==> config.mk <==
export PLATFORM = sky130hd
export DESIGN_NAME = text_pixel_gen
export DESIGN_NICKNAME = d
export VERILOG_FILES = /design/src/rtl/video_pkg.sv /design/src/rtl/video_delay_line.sv /design/src/rtl/text_pixel_gen.sv
export SDC_FILE = /design/constraint.sdc
export NUM_CORES = 1
export LEC_CHECK = 0
export ABC_AREA = 1
export ABC_CLOCK_PERIOD_IN_PS = 1280
export BUFFER_PORTS_ARGS = -buffer_cell sky130_fd_sc_hd__buf_2
export CAP_MARGIN = 20
export CORE_AREA = 2 2 92 58
export DETAILED_ROUTE_END_ITERATION = 10
export DIE_AREA = 0 0 94 60
export PLACE_DENSITY = 0.8
export SLEW_MARGIN = 25
export SYNTH_ARGS = -nofsm -noshare
export SYNTH_HDL_FRONTEND = slang
export SYNTH_SLANG_ARGS = --single-unit
==> constraint.sdc <==
create_clock -name clk -period 1.28 [get_ports clk]
set_clock_uncertainty 0.2 [all_clocks]
set_input_delay 0.128 -clock clk [delete_from_list [all_inputs] [get_ports clk]]
set_output_delay 0.128 -clock clk [all_outputs]
set_load 0.03 [all_outputs]
==> src/rtl/video_pkg.sv <==
// rtl/video_pkg.sv - shared video types and screen geometry constants
package video_pkg;

    localparam int H_ACTIVE  = 640;
    localparam int V_ACTIVE  = 480;
    localparam int TEXT_COLS = 40;
    localparam int TEXT_ROWS = 24;
    localparam int CELL_PX   = 16;

    typedef struct packed {
        logic [3:0] r;
        logic [3:0] g;
        logic [3:0] b;
    } rgb444_t;

    typedef enum logic [1:0] {
        BLANK  = 2'd0,
        BORDER = 2'd1,
        TEXT   = 2'd2
    } region_e;

endpackage

==> src/rtl/video_delay_line.sv <==
// rtl/video_delay_line.sv - fixed-depth shift register with a configurable reset value
module video_delay_line #(
    parameter int               WIDTH     = 1,
    parameter int               DEPTH     = 3,
    parameter logic [WIDTH-1:0] RESET_VAL = '0
) (
    input  logic             clk,
    input  logic             n_rst,
    input  logic [WIDTH-1:0] din,
    output logic [WIDTH-1:0] dout
);

    logic [WIDTH-1:0] stage_q [DEPTH];
    logic [WIDTH-1:0] stage_d [DEPTH];

    always_comb begin
        stage_d[0] = din;
        for (int i = 1; i < DEPTH; i++) begin
            stage_d[i] = stage_q[i-1];
        end
    end

    always_ff @(posedge clk or negedge n_rst) begin
        if (!n_rst) begin
            for (int i = 0; i < DEPTH; i++) begin
                stage_q[i] <= RESET_VAL;
            end
        end else begin
            for (int i = 0; i < DEPTH; i++) begin
                stage_q[i] <= stage_d[i];
            end
        end
    end

    assign dout = stage_q[DEPTH-1];

endmodule

==> src/rtl/text_pixel_gen.sv <==
// rtl/text_pixel_gen.sv - 40x24 character-cell pixel generator with 3-cycle aligned output
module text_pixel_gen
    import video_pkg::*;
#(
    parameter logic [11:0] FG_RGB       = 12'hFFF,
    parameter logic [11:0] BG_RGB       = 12'h000,
    parameter logic [11:0] BORDER_RGB   = 12'h00F,
    parameter int          TOP_OFFSET   = 48,
    parameter int          FLASH_FRAMES = 16
) (
    input  logic       clk,
    input  logic       n_rst,
    input  logic [9:0] hcount,
    input  logic [9:0] vcount,
    input  logic       video_on,
    input  logic       hsync_in,
    input  logic       vsync_in,
    output logic [9:0] vram_addr,
    input  logic [7:0] vram_data,
    output logic [8:0] font_addr,
    input  logic [7:0] font_data,
    output logic       hsync,
    output logic       vsync,
    output logic [3:0] r,
    output logic [3:0] g,
    output logic [3:0] b
);

    localparam int FW = (FLASH_FRAMES > 1) ? $clog2(FLASH_FRAMES) : 1;

    // Stage 0: cell address and region classification
    logic [9:0] ty;
    logic [4:0] row;
    logic [5:0] col;
    region_e    region_d;
    logic [2:0] pixcol_d;
    logic [9:0] vram_addr_d, vram_addr_q;
    logic [2:0] glyph_row_d, glyph_row_q;
    logic       unused_bits;

    always_comb begin
        ty          = vcount - 10'(TOP_OFFSET);
        row         = ty[8:4];
        col         = hcount[9:4];
        glyph_row_d = ty[3:1];
        pixcol_d    = hcount[3:1];
        region_d    = TEXT;
        if (!video_on || hcount >= 10'(H_ACTIVE)) begin
            region_d = BLANK;
        end else if (vcount < 10'(TOP_OFFSET) ||
                     vcount >= 10'(TOP_OFFSET + TEXT_ROWS * CELL_PX)) begin
            region_d = BORDER;
        end
        // Outside the text area ty/row can be garbage; park the address at 0.
        vram_addr_d = '0;
        if (region_d == TEXT) begin
            vram_addr_d = {row, 5'b0} + {2'b0, row, 3'b0} + {4'b0, col};
        end
    end

    assign unused_bits = ^{ty[9], ty[0], hcount[0]};

    // Valid, region and pixel column ride alongside the fetch for two stages.
    logic [5:0] side_in, side_out;
    logic       valid_s2;
    region_e    region_s2;
    logic [2:0] pixcol_s2;

    assign side_in   = {1'b1, region_d, pixcol_d};
    assign valid_s2  = side_out[5];
    assign region_s2 = region_e'(side_out[4:3]);
    assign pixcol_s2 = side_out[2:0];

    video_delay_line #(
        .WIDTH    (6),
        .DEPTH    (2),
        .RESET_VAL(6'b0)
    ) u_side_dly (
        .clk  (clk),
        .n_rst(n_rst),
        .din  (side_in),
        .dout (side_out)
    );

    logic [1:0] sync_out;

    video_delay_line #(
        .WIDTH    (2),
        .DEPTH    (3),
        .RESET_VAL(2'b11)
    ) u_sync_dly (
        .clk  (clk),
        .n_rst(n_rst),
        .din  ({hsync_in, vsync_in}),
        .dout (sync_out)
    );

    assign hsync = sync_out[1];
    assign vsync = sync_out[0];

    // Stage 1: glyph row fetch
    logic [8:0] font_addr_d, font_addr_q;
    logic [1:0] attr_d, attr_q;

    always_comb begin
        font_addr_d = {vram_data[5:0], glyph_row_q};
        attr_d      = vram_data[7:6];
    end

    // Flash timebase counts vsync_in falling edges
    logic          vs_prev_d, vs_prev_q;
    logic [FW-1:0] flash_cnt_d, flash_cnt_q;
    logic          flash_phase_d, flash_phase_q;

    always_comb begin
        vs_prev_d     = vsync_in;
        flash_cnt_d   = flash_cnt_q;
        flash_phase_d = flash_phase_q;
        if (vs_prev_q && !vsync_in) begin
            if (flash_cnt_q == FW'(FLASH_FRAMES - 1)) begin
                flash_cnt_d   = '0;
                flash_phase_d = ~flash_phase_q;
            end else begin
                flash_cnt_d = flash_cnt_q + 1'b1;
            end
        end
    end

    // Stage 2: pixel select and colour
    logic    pix_bit;
    logic    pix_on;
    rgb444_t rgb_d, rgb_q;

    always_comb begin
        pix_bit = font_data[3'd7 - pixcol_s2];
        pix_on  = pix_bit ^ attr_q[1] ^ (attr_q[0] & flash_phase_q);
        rgb_d   = '0;
        if (valid_s2) begin
            case (region_s2)
                BORDER:  rgb_d = rgb444_t'(BORDER_RGB);
                TEXT:    rgb_d = pix_on ? rgb444_t'(FG_RGB) : rgb444_t'(BG_RGB);
                default: rgb_d = '0;
            endcase
        end
    end

    always_ff @(posedge clk or negedge n_rst) begin
        if (!n_rst) begin
            vram_addr_q   <= '0;
            glyph_row_q   <= '0;
            font_addr_q   <= '0;
            attr_q        <= '0;
            vs_prev_q     <= 1'b1;
            flash_cnt_q   <= '0;
            flash_phase_q <= 1'b0;
            rgb_q         <= '0;
        end else begin
            vram_addr_q   <= vram_addr_d;
            glyph_row_q   <= glyph_row_d;
            font_addr_q   <= font_addr_d;
            attr_q        <= attr_d;
            vs_prev_q     <= vs_prev_d;
            flash_cnt_q   <= flash_cnt_d;
            flash_phase_q <= flash_phase_d;
            rgb_q         <= rgb_d;
        end
    end

    assign vram_addr = vram_addr_q;
    assign font_addr = font_addr_q;
    assign r         = rgb_q.r;
    assign g         = rgb_q.g;
    assign b         = rgb_q.b;

endmodule

==> flow_metrics.py <==
metrics = {
    "timing": {
        "layout_setup_ws_ns": -0.677,
        "final.period_utilization_pct": 153,
        "finalHoldViolCount": 4,
        "rsz0062_at_grt": "yes",
        "whs_ns": -0.0506,
        "setup_viol": 14,
        "fmax_mhz": 511,
        "drv_slew": 0,
        "min_period_ns": 1.96,
    },
    "yosys": {
        "syn-num-nets": 244,
        "ys_seq_area_share_pct": 60.2,
        "syn-cell-area_um2": 2050,
        "synth_cell_types": 26,
        "synth_seq_cells": 49,
        "synthCells": 188,
        "ys_warn_count": 0,
        "avgSynthCellArea_um2": 10.9,
    },
    "grt": {
        "grt_antenna_before_repair": 0,
        "grt_max_degree": 25,
        "grt_pass1_vias": 1482,
        "grt_usage_pct": 14.6,
        "grt_pass1_wl_um": 6200,
        "globalRouteOverflowTotal": 0,
    },
    "clock_tree": {
        "cts.htree.levels": 2,
        "cts-root-buf": "clkbuf_8",
        "clock-sinks": 49,
        "clkTransAtPathRegs_ns": 0.09,
        "cts_max_path_buffers": 2,
        "cts_buffers": 5,
        "cts_tree": "done",
        "clock_latency_ns": 0.29,
    },
    "detailed_routing": {
        "viasPerCell": 4.27,
        "wire_per_inst_um": 11.3,
        "drt_wl_total_um": 4150,
        "via_count": 1573,
        "dr.pass1.iters": 4,
        "drc": 0,
        "dr.first_iter.drc_count": 39,
        "postRouteAntennaNets": 0,
    },
    "worst_setup_path": {
        "crit_required_ns": 1.30,
        "arrival_ns": 1.98,
        "worstPathMaxFanout": 3,
        "startpoint_type": "input port",
        "crit_type": "input port to register",
        "critPathCaptureType": "register",
    },
    "layout": {
        "final_cell_mix": "buf_2 (62), dfrtp_1 (42), inv_1 (32)",
        "nNetsFinal": 357,
        "antenna_cells": 0,
        "syn2layout_area_growth_pct": 54.6,
        "fillers": 377,
        "layout_commonest_cell": "buf_2",
        "final_area_um2": 3170,
        "final-instance-count-excl-fill": 368,
        "drive_above_1_share_pct": 50.7,
    },
    "worst_hold_path": {
        "hold_path_class": "input port to register",
    },
    "power_and_ir_drop": {
        "ir_drop_mv": 1.10,
        "power_density_nw_per_um2": 1210,
        "p_leak_nw": 1.69,
    },
    "placed_design": {
        "io_buffers": 71,
        "placement.cell_area_um2": 2580,
        "dp_hpwl_um": 2790,
        "dp.cells": 332,
        "gp_congestion": 0.778,
    },
    "die": {
        "dieArea_um2": 5640,
        "die_x_um": 94,
        "die_h_um": 60,
        "core_um2": 4880,
        "start_util_pct": 42.0,
        "io_pins": 74,
        "rows": 20,
    },
    "run": {
        "cap_violations": 0,
    },
    "run_status": {
        "violations": "hold timing, setup timing",
        "status": "finished, violations left",
    },
}
logic make-up (layout without fill, tap and decap cells):
kind of cell | after synthesis | count (layout) | synth area share (%)
AND/OR/NAND/NOR | 59 | 59 | 12.8
flip-flops | 49 | 49 | 60.2
buffers and inverters | 47 | 161 | 10.8
adder cells (fa/ha/maj) | 15 | 15 | 9.90
AO/OA/AOI/OAI | 11 | 11 | 3.48
XOR/XNOR | 6 | 6 | 2.57
other | 1 | 1 | 0.183
path summary, 6_finish.rpt:
path / end / slack [ns] / depth (start not counted) / startpoint
worst max-delay path: vram_addr[8]$_DFF_PN0_ / -0.68 / 12 / vcount[4]
min in group asynchronous: u_sync_dly.stage_d[0]$_DFF_PN1_ / 0.20 / 2 / n_rst
worst max register to register: b[2]$_DFF_PN0_ / -0.09 / 8 / u_side_dly.dout[0]$_DFF_PN0_
worst min register to register: u_sync_dly.stage_d[1]$_DFF_PN1_ / 0.15 / 0 / u_sync_dly.stage_d[3]$_DFF_PN1_
max in group asynchronous: glyph_row_q[1]$_DFF_PN0_ / 0.09 / 3 / n_rst
worst min-delay path: vram_addr[8]$_DFF_PN0_ / -0.05 / 4 / vcount[9]
per-layer routing:
layer,global-route usage [%],routed length [um],vias to the layer above
li1,-,-,786
met1,16.5,1780,724
met2,26.7,2070,59
met3,5.17,278,4
met4,4.14,22,0
met5,0,0,-
cell usage after synthesis (all sizes together):
master	n	area share, %
ha	13	7.9
conb	1	0.18
buf	11	4.2
nand4	1	0.31
nand3	13	3.4
dfrtp	43	53
or2	1	0.31
xnor2	1	0.43
nor3b	2	0.98
fa	2	2.0
o21ai	4	1.2
nand2	27	4.9
dfstp	6	7.7
xor2	5	2.1
inv	36	6.6
nor2	15	2.9
a21oi	5	1.4
a21o	1	0.37
o21bai	1	0.55
flip-flops by register name, summed over array words and instances (netlist names):
signal,count
vram_addr,10
font_addr,9
u_side_dly.dout,6
u_side_dly.stage_d,6
flash_cnt_q,4
u_sync_dly.stage_d,4
glyph_row_q,3
attr_q,2
u_sync_dly.dout,2
b,1
flash_phase_q,1
g,1
where the power goes:
group | switching [mW] | internal (mW)
logic | 0.478 | 0.456
registers | 0.0860 | 1.69
clock network | 0.494 | 0.635
worst max-delay path, cell delays in order:
cell and delay [ns]:
buf_8 0.08, ha_4 0.14, nor2_4 0.04, inv_2 0.07, nand2_2 0.07, fa_1 0.56
inv_1 0.06, fa_2 0.37, nor2_4 0.13, o21ai_2 0.08, a21o_1 0.16, a21oi_1 0.11
repair_timing:
item / 4_1_cts / 5_1_grt
setup endpoints to repair: 19 / 26
pin swaps: 19 / 19
cloned: 0 / 0
hold buffers: 21 / 1
buffers inserted: 5 / 2
resized for setup: 27 / 29
endpoints found under the hold margin: 74 / 7
layout make-up:
class | count | area, um2 | area share [%]
clock buffers | 6 | 82.6 | 2.61
clock inverters | 2 | 37.5 | 1.19
inverters | 36 | 138 | 4.35
multi-input cells | 92 | 763 | 24.1
flip-flops and latches | 49 | 1230 | 39.0
well taps | 66 | 82.6 | 2.61
repair buffers | 117 | 828 | 26.2
metrics by stage:
stage	util, %	total power, mW	TNS, ns	worst slack, ns
finish	64.9	3.84	-3.19	-0.677
global route	64.9	4.05	-4.26	-0.743
CTS	62.3	3.75	-3.05	-0.679
detailed placement	53.0	2.51	-6.51	-1.03
global placement	53.0	2.48	-5.87	-0.953
floorplan	-	2.22	-3.17	-0.768
Note: power is estimated with default switching activity, not from simulation.
